--- config.mk ---
export PLATFORM = sky130hd
export DESIGN_NAME = lsu_mem_initiator
export DESIGN_NICKNAME = d
export VERILOG_FILES = /design/src/rtl/lsu_mem_initiator.sv
export SDC_FILE = /design/constraint.sdc
export NUM_CORES = 1
export LEC_CHECK = 0
export CAP_MARGIN = 40
export CORE_MARGIN = 1
export CORE_UTILIZATION = 47
export CTS_CLUSTER_DIAMETER = 80
export DETAILED_ROUTE_END_ITERATION = 10
export MAX_ROUTING_LAYER = met4
export PLACE_DENSITY = 0.87
export SLEW_MARGIN = 20
export SYNTH_ARGS = -nofsm -noshare
export SYNTH_HDL_FRONTEND = slang
export SYNTH_SLANG_ARGS = --single-unit
--- constraint.sdc ---
create_clock -name clk_i -period 3.64 [get_ports clk_i]
set_clock_uncertainty 0.2 [all_clocks]
set_input_delay 0.728 -clock clk_i [delete_from_list [all_inputs] [get_ports clk_i]]
set_output_delay 0.728 -clock clk_i [all_outputs]
set_load 0.005 [all_outputs]
--- src/rtl/lsu_mem_initiator.sv ---
// ----------------------------------------------------------------------------
// lsu_mem_initiator
//   Takes one load/store from the core's memory stage and issues it as a
//   single word-aligned request with byte enables. Once the memory accepts a
//   load, the module waits DATA_LATENCY cycles and then aligns and extends
//   the returned data. The core is stalled until the access completes.
//
// Parameters
//   DATA_LATENCY     cycles from acceptance (mem_req_o & mem_ready_i) to a
//                    valid mem_rd_i; legal range 1..4
//
// Ports
//   clk_i, rst_i     clock, synchronous active-high reset
//   core_req_i       load/store request, held until core_stall_o is low
//   core_we_i        1 = store, 0 = load
//   core_size_i      funct3: 0 B, 1 H, 2 W, 4 BU, 5 HU (3/6/7 act as W)
//   core_addr_i      byte address
//   core_wd_i        store data, right-justified
//   core_rd_o        aligned and extended load result, valid in DONE
//   core_stall_o     high while a request is pending and not yet DONE
//   core_misalign_o  one-cycle pulse for a trapped misaligned access
//   mem_req_o        memory request
//   mem_we_o         memory write enable
//   mem_be_o         byte enables
//   mem_addr_o       word-aligned address
//   mem_wd_o         lane-replicated write data
//   mem_rd_i         memory read word
//   mem_ready_i      memory accepts the request this cycle
//
// Build option
//   MISALIGN_TRAP_EN defined: a misaligned H/W access goes straight from
//   IDLE to DONE without touching memory and pulses core_misalign_o.
//   Undefined: low address bits are ignored for lane selection.
// ----------------------------------------------------------------------------
module lsu_mem_initiator #(
    parameter int DATA_LATENCY = 1
) (
    input  logic        clk_i,
    input  logic        rst_i,
    input  logic        core_req_i,
    input  logic        core_we_i,
    input  logic [2:0]  core_size_i,
    input  logic [31:0] core_addr_i,
    input  logic [31:0] core_wd_i,
    output logic [31:0] core_rd_o,
    output logic        core_stall_o,
    output logic        core_misalign_o,
    output logic        mem_req_o,
    output logic        mem_we_o,
    output logic [3:0]  mem_be_o,
    output logic [31:0] mem_addr_o,
    output logic [31:0] mem_wd_o,
    input  logic [31:0] mem_rd_i,
    input  logic        mem_ready_i
);

    typedef enum logic [1:0] {
        S_IDLE,
        S_REQ,
        S_RESP,
        S_DONE
    } state_t;

    state_t      r_state;
    state_t      w_next;
    logic        r_we;
    logic [2:0]  r_size;
    logic [31:0] r_addr;
    logic [31:0] r_wd;
    logic [31:0] r_rd;
    logic [1:0]  r_cnt;

    logic        w_is_byte;
    logic        w_is_half;
    logic        w_in_req;
    logic        w_trap_in;
    logic [7:0]  w_byte;
    logic [15:0] w_half;
    logic [31:0] w_load_data;
    logic [3:0]  w_be_store;
    logic [31:0] w_wd_store;

    // The low two funct3 bits give the access width; bit 2 only marks
    // unsigned loads, so BU/HU share the B/H lane logic.
    assign w_is_byte = (r_size[1:0] == 2'b00);
    assign w_is_half = (r_size[1:0] == 2'b01);
    assign w_in_req  = (r_state == S_REQ);

`ifdef MISALIGN_TRAP_EN
    logic r_misalign;

    // Judged on the incoming request so a trapped access never reaches REQ.
    assign w_trap_in = ((core_size_i[1:0] == 2'b01) & core_addr_i[0]) |
                       (core_size_i[1] & (core_addr_i[1:0] != 2'b00));

    always_ff @(posedge clk_i) begin
        if (rst_i) begin
            r_misalign <= 1'b0;
        end else if (r_state == S_IDLE && core_req_i) begin
            r_misalign <= w_trap_in;
        end
    end

    assign core_misalign_o = (r_state == S_DONE) & r_misalign;
`else
    assign w_trap_in       = 1'b0;
    assign core_misalign_o = 1'b0;
`endif

    // Load path: pick the addressed byte/half out of the returned word.
    always_comb begin
        w_byte = mem_rd_i[{r_addr[1:0], 3'b000} +: 8];
        w_half = r_addr[1] ? mem_rd_i[31:16] : mem_rd_i[15:0];
        if (w_is_byte) begin
            w_load_data = {{24{~r_size[2] & w_byte[7]}}, w_byte};
        end else if (w_is_half) begin
            w_load_data = {{16{~r_size[2] & w_half[15]}}, w_half};
        end else begin
            w_load_data = mem_rd_i;
        end
    end

    // Store path: replicate the data over every lane so the enabled lane
    // always carries the right bytes regardless of the offset.
    always_comb begin
        if (w_is_byte) begin
            w_be_store = 4'b0001 << r_addr[1:0];
            w_wd_store = {4{r_wd[7:0]}};
        end else if (w_is_half) begin
            w_be_store = r_addr[1] ? 4'b1100 : 4'b0011;
            w_wd_store = {2{r_wd[15:0]}};
        end else begin
            w_be_store = 4'b1111;
            w_wd_store = r_wd;
        end
    end

    // Memory-side outputs are gated to REQ so they read as zero otherwise.
    assign mem_req_o    = w_in_req;
    assign mem_we_o     = w_in_req & r_we;
    assign mem_be_o     = w_in_req ? (r_we ? w_be_store : 4'b1111) : 4'b0000;
    assign mem_addr_o   = w_in_req ? {r_addr[31:2], 2'b00} : 32'h0;
    assign mem_wd_o     = (w_in_req & r_we) ? w_wd_store : 32'h0;
    assign core_stall_o = core_req_i & (r_state != S_DONE);
    assign core_rd_o    = r_rd;

    // NOTE: every signal assigned in this block gets a default first, so no
    // path through the case can leave it unassigned and infer a latch.
    always_comb begin
        w_next = r_state;
        case (r_state)
            S_IDLE: begin
                if (core_req_i) begin
                    w_next = w_trap_in ? S_DONE : S_REQ;
                end
            end
            S_REQ: begin
                if (mem_ready_i) begin
                    w_next = r_we ? S_DONE : S_RESP;
                end
            end
            S_RESP: begin
                if (r_cnt == 2'd0) begin
                    w_next = S_DONE;
                end
            end
            default: w_next = S_IDLE;
        endcase
    end

    // NOTE: state and datapath registers use non-blocking assignments so
    // every flop samples pre-edge values, independent of statement order.
    always_ff @(posedge clk_i) begin
        if (rst_i) begin
            r_state <= S_IDLE;
            r_we    <= 1'b0;
            r_size  <= 3'd0;
            r_addr  <= 32'h0;
            r_wd    <= 32'h0;
            r_rd    <= 32'h0;
            r_cnt   <= 2'd0;
        end else begin
            r_state <= w_next;
            case (r_state)
                S_IDLE: begin
                    if (core_req_i) begin
                        r_we   <= core_we_i;
                        r_size <= core_size_i;
                        r_addr <= core_addr_i;
                        r_wd   <= core_wd_i;
                    end
                end
                S_REQ: begin
                    if (mem_ready_i && !r_we) begin
                        r_cnt <= 2'(DATA_LATENCY - 1);
                    end
                end
                S_RESP: begin
                    if (r_cnt == 2'd0) begin
                        r_rd <= w_load_data;
                    end else begin
                        r_cnt <= r_cnt - 2'd1;
                    end
                end
                default: ;
            endcase
        end
    end

endmodule
**Yosys cells after proc, flatten, opt, wreduce, memory -nomap -nowiden**

Index checks and enable logic that the tools add are counted.
W data, S select, Z words.

- Bitwise operators: 5
- Shift operators: 2
- Muxes and demuxes: 20
- Add/sub/neg operators: 1
- Reductions and logical operators: 10
- Equal/unequal tests: 9

Operators with widths:

| cell | number |
|---|---|
| $mux W32 | 6 |
| $shiftx A32 B6 Y8 | 1 |
| $mux W4 | 5 |
| $mux W16 | 1 |
| $mux W2 | 5 |
| $ne A2 B2 Y1 const B | 5 |
| $logic_not A2 Y1 | 3 |
| $pmux W2 S3 | 1 |
| $reduce_and A3 Y1 | 2 |
| $and A1 B1 Y1 | 4 |
| $eq A2 B1 Y1 const B | 2 |
| $pmux W2 S2 | 1 |
| $reduce_and A2 Y1 | 2 |
| $shl A1 B2 Y4 const A | 1 |
| $eq A2 B2 Y1 const B | 1 |
| $ne A2 B1 Y1 const B | 1 |
| $reduce_bool A2 Y1 | 1 |
| $sub A2 B1 Y2 const B | 1 |
| $logic_and A1 B1 Y1 | 1 |
| $logic_not A1 Y1 | 1 |
| $mux W1 | 1 |
| $not A1 Y1 | 1 |

- Flip-flop bits (word level): 104
- Word-level logic and storage cells: 54
- Output and inout port bits: 104

**Depth between registers and ports, before layout**

- Word-level depth: 5
- Mapped depth: 8
- Depth with buffers taken out: 6

**Least setup slack after synthesis**

No wires, ideal clock.

- Path type: register to output
- From: register r_state[1]
- To: output port mem_wd_o[16]
- Arrival time: 1.238 ns
- Path slack: 1.474 ns
- Buffers on the path: 1
- Stages on the path, launching flop included: 6
- Cells stage by stage: dfxtp_1 > inv_1 > ha_1 > nand2_1 > clkbuf_1 > nor2_1

- Longest elaborated chain between the ends: 3

RTL lines:

| what | line | text |
|---|---|---|
| start: declaration | 64 | `state_t r_state;` |
| start signal: assignment | 183 | `r_state <= w_next;` |
| $eq A2 B1 Y1 | 87 | `assign w_in_req = (r_state == S_REQ);` |
| $and A1 B1 Y1 | 143 | `assign mem_wd_o = (w_in_req & r_we) ? w_wd_store : 32'h0;` |
| $mux W32 | 143 |  |
| end: declaration | 52 | `output logic [31:0] mem_wd_o,` |

Every way passes these cells.

**Worst setup path in the final report**

- From: register r_size[0]
- To: output port mem_wd_o[10]

- Longest elaborated chain between the ends: 3

RTL lines:

| what | line | text |
|---|---|---|
| start: declaration | 67 | `logic [2:0] r_size;` |
| start signal: assignment | 188 | `r_size <= core_size_i;` |
| $logic_not A2 Y1 | 85 | `assign w_is_byte = (r_size[1:0] == 2'b00);` |
| $mux W32 | 126 | `if (w_is_byte) begin` |
| $mux W32 | 143 |  |

Every way passes these cells.

==> results.txt <==
----------------------------------------------------
[Synth]
  Count of mapped cells out of synthesis ... ~670
  Number of synthesized register bits ... about 100
  Number of enable-type register cells in the synthesized netlist ... 0
  Warnings, synthesis ... 0
  Top cells by area, synth ... sky130_fd_sc_hd__dfxtp_1 41%, sky130_fd_sc_hd__nand2_1 14%, sky130_fd_sc_hd__a21oi_1 8.9%
  Most common flop cell mapped by yosys ... sky130_fd_sc_hd__dfxtp_1
  Synth Area per Inst ... roughly 7.5 sq um
  Sequential share of the synthesized area ... about two fifths
  Count of cell types in the netlist ... 37
  Most area-hungry cell type in the Yosys netlist ... sky130_fd_sc_hd__dfxtp_1
  Netlist area before placement ... roughly 5000 sq um
  Top-area cell type share of the netlist area ... between 40 and 50%
  Share of synthesized registers carrying an async set or reset ... 0%

[Final layout]
  Area added between synthesis and finish ... 44.7%
  End-of-flow core utilization ... between 70 and 80%
  Final design area excluding fillers ... 7270 sq um
  Most common cell after layout, fill and taps aside ... sky130_fd_sc_hd__clkdlybuf4s50_1
  Ant diodes ... 0
  Commonest cells after routing, fill and taps aside ... 203 x sky130_fd_sc_hd__clkdlybuf4s50_1, 181 x sky130_fd_sc_hd__nand2_1, 103 x sky130_fd_sc_hd__dfxtp_1, 89 x sky130_fd_sc_hd__a21oi_1, 71 x sky130_fd_sc_hd__nor2_1
  Net count reported at finish ... roughly 950
  Layout cell share with drive strength beyond 1 ... about 5.3%

[Critical path]
  Critical path endpoint ... mem_wd_o[10]
  Data required time at the worst endpoint ... between 2 and 3 ns
  Setup crit end kind ... output port
  Max FO, Critical Path ... 15
  Minimum setup slack among reg-to-reg paths ... approximately 1.2 ns
  Critical Path Start ... r_size[0]
  Cell depth of the worst flop-to-flop path ... 4
  Data arrival time of the critical path ... 2.37 ns
  Worst R2R End ... core_rd_o[14]
  Launching point of the worst reg2reg path ... r_addr[1]
  Kind of start point of the critical path ... flip-flop
  Kind of critical path ... flip-flop to output port

[CTS]
  TritonCTS clock tree ... built
  Root Buffer Master ... sky130_fd_sc_hd__clkbuf_8
  Clock buffers created by TritonCTS ... 9
  Clk slew on worst S/H paths ... 0.10 ns
  Number of gates given a new drive strength after cts ... 0
  Total clock sinks ... around 100
  Source-to-sink clock delay at the later pin of the worst-skew pair ... approximately 0.36 ns
  Clock buffer depth ... 2
  Post CTS Setup Buffer Count ... 0
  Count of hold buffers inserted by post-cts repair ... 0
  Number of H-tree levels ... 3

[Global routing]
  Pin count of the biggest net entering global routing ... a little over 60
  Initial antenna violation count ... 0
  Total track usage ... between 20 and 30%
  Vias in the first global route ... slightly above 5000
  Grt ovf ... 0
  Wire length of the first global-routing pass ... approximately 25000 microns

[Floorplan]
  Boundary Pins ... ~210
  Area of the placeable core ... 10300 sq um
  Die H ... ~110 microns
  Area of the die ... around 11000 sq um
  Number of standard-cell rows in the floorplan ... 37
  Starting Density ... about half
  Width of the die ... about 110 microns

[Timing]
  Fraction of the cycle the final worst path needs ... 90.6%
  Relative slew margins ... about half
  Final Hold Fails ... 0
  Final setup violation count ... 0
  Upper clock frequency limit ... 303 MHz
  Hold Slack ... ~0.25 ns
  Post-Route Setup TNS ... 0 ns
  Slew at the pin closest to its max-slew limit ... roughly 0.77 ns
  Setup repair after global routing missed its margin ... no
  Clock period minus worst slack ... 3.30 ns
  Max Transition Viols Final ... 0

[Routing]
  Drt pass-1 iters ... 5
  DRT Wirelength ... between 15000 and 20000 microns
  Final routed wire length divided by cell count ... 16.0 microns
  Count of routing violations after the opening detailed-route iteration ... between 200 and 250
  ANT nets after route ... 0
  Via count ... ~5200
  # DRC ... 0
  Avg Vias per Cell ... 5.33

[Hold path]
  Tightest Hold Check Type ... flip-flop to flip-flop

[Run status]
  Result of the run ... finished clean

[Power and ir drop]
  Total power after layout ... between 4 and 5 mW
  Standby leakage power ... 2.67 nW
  Power density over the cells ... 554 nW/um^2
  Peak supply drop ... between 0.2 and 0.3 mV

[Run]
  Number of max-cap violations ... 0

[Placed design]
  Placer Congestion ... between 0.9 and 1
  Final HPWL DP ... approximately 12000 microns
  PortBufs ... 204
  Post-DP Area ... 7080 sq um

----------------------------------------------------
[worst max-delay path: stages, from the launching register on]
cell and delay, ns:
sky130_fd_sc_hd__dfxtp_1 0.49, sky130_fd_sc_hd__buf_4 0.28, sky130_fd_sc_hd__nor2_2 0.41, sky130_fd_sc_hd__nand2_1 0.12, sky130_fd_sc_hd__a21oi_1 0.16, sky130_fd_sc_hd__clkdlybuf4s50_1 0.54
[cells by family after synthesis]
group,count (synthesis),synth area share [%]
simple gates,318,27.3
compound gates,153,19.6
flops,104,41.5
buf+inv,65,5.63
mux,21,4.19
fa+ha+maj,7,1.74
other cells,1,0.0747
[cell type report]
type / count / area, sq um
inverter: 10 / 37.5
sequential: 104 / 2080
clock inverter: 3 / 15.0
multi-input combinational: 502 / 2670
tap: 136 / 170
timing repair buffer: 215 / 2120
clock buffer: 13 / 169
fill: 857 / 3060
[worst min-delay path by stage]
stage,startpoint,to,slack (ns),depth (start not counted)
floorplan,r_addr[10],r_addr[10],0.23,2
global placement,core_rd_o[2],core_rd_o[2],0.23,2
detailed placement,core_rd_o[3],core_rd_o[3],0.24,2
CTS,r_addr[11],r_addr[11],0.25,2
global route,r_addr[11],r_addr[11],0.27,2
finish,r_addr[11],r_addr[11],0.25,2
[registers in the layout, summed over array words and instances, names as in the netlist]
signal     count
r_we           1
r_addr        32
r_cnt          2
r_state        2
r_wd          32
core_rd_o     32
r_size         3
[synthesized netlist by cell type, types with 7 or more instances]
| master | count |
|---|---|
| sky130_fd_sc_hd__nor2b_1 | 9 |
| sky130_fd_sc_hd__buf_2 | 12 |
| sky130_fd_sc_hd__inv_1 | 9 |
| sky130_fd_sc_hd__and3_1 | 9 |
| sky130_fd_sc_hd__buf_1 | 7 |
| sky130_fd_sc_hd__a22oi_1 | 8 |
| sky130_fd_sc_hd__o41ai_1 | 8 |
| sky130_fd_sc_hd__and2_1 | 33 |
| sky130_fd_sc_hd__a211oi_1 | 22 |
| sky130_fd_sc_hd__ha_1 | 7 |
| sky130_fd_sc_hd__a21o_1 | 8 |
| sky130_fd_sc_hd__clkbuf_1 | 30 |
| sky130_fd_sc_hd__nor2_1 | 71 |
| sky130_fd_sc_hd__a21oi_1 | 89 |
| sky130_fd_sc_hd__nand2_1 | 182 |
| sky130_fd_sc_hd__a211oi_2 | 10 |
| sky130_fd_sc_hd__mux2i_1 | 21 |
| sky130_fd_sc_hd__dfxtp_1 | 104 |
[power by group]
group | leakage, nW | total, mW | switching (mW) | internal, mW
registers | 0.851 | 1.62 | 0.212 | 1.41
clock network | 0.0992 | 0.678 | 0.375 | 0.303
logic | 1.72 | 1.72 | 0.901 | 0.822
total | 2.67 | 4.02 | 1.49 | 2.54
[stage by stage]
step | setup slack, ns | instances
after CTS | 0.347 | 983
after detailed placement | 0.779 | 967
final | 0.343 | 983
after global placement | 0.786 | 967
after floorplan | 1.47 | 671
after global routing | 0.170 | 983
[per-layer routing]
| layer | vias to the layer above | track usage [%] | wire length [microns] |
|---|---|---|---|
| met4 | 0 | 12.9 | 480 |
| met5 | - | - | 0 |
| li1 | 2555 | - | - |
| met2 | 210 | 47.2 | 7590 |
| met1 | 2446 | 34.8 | 6660 |
| met3 | 33 | 5.01 | 966 |
No activity file was read; power rests on OpenSTA's default activity.
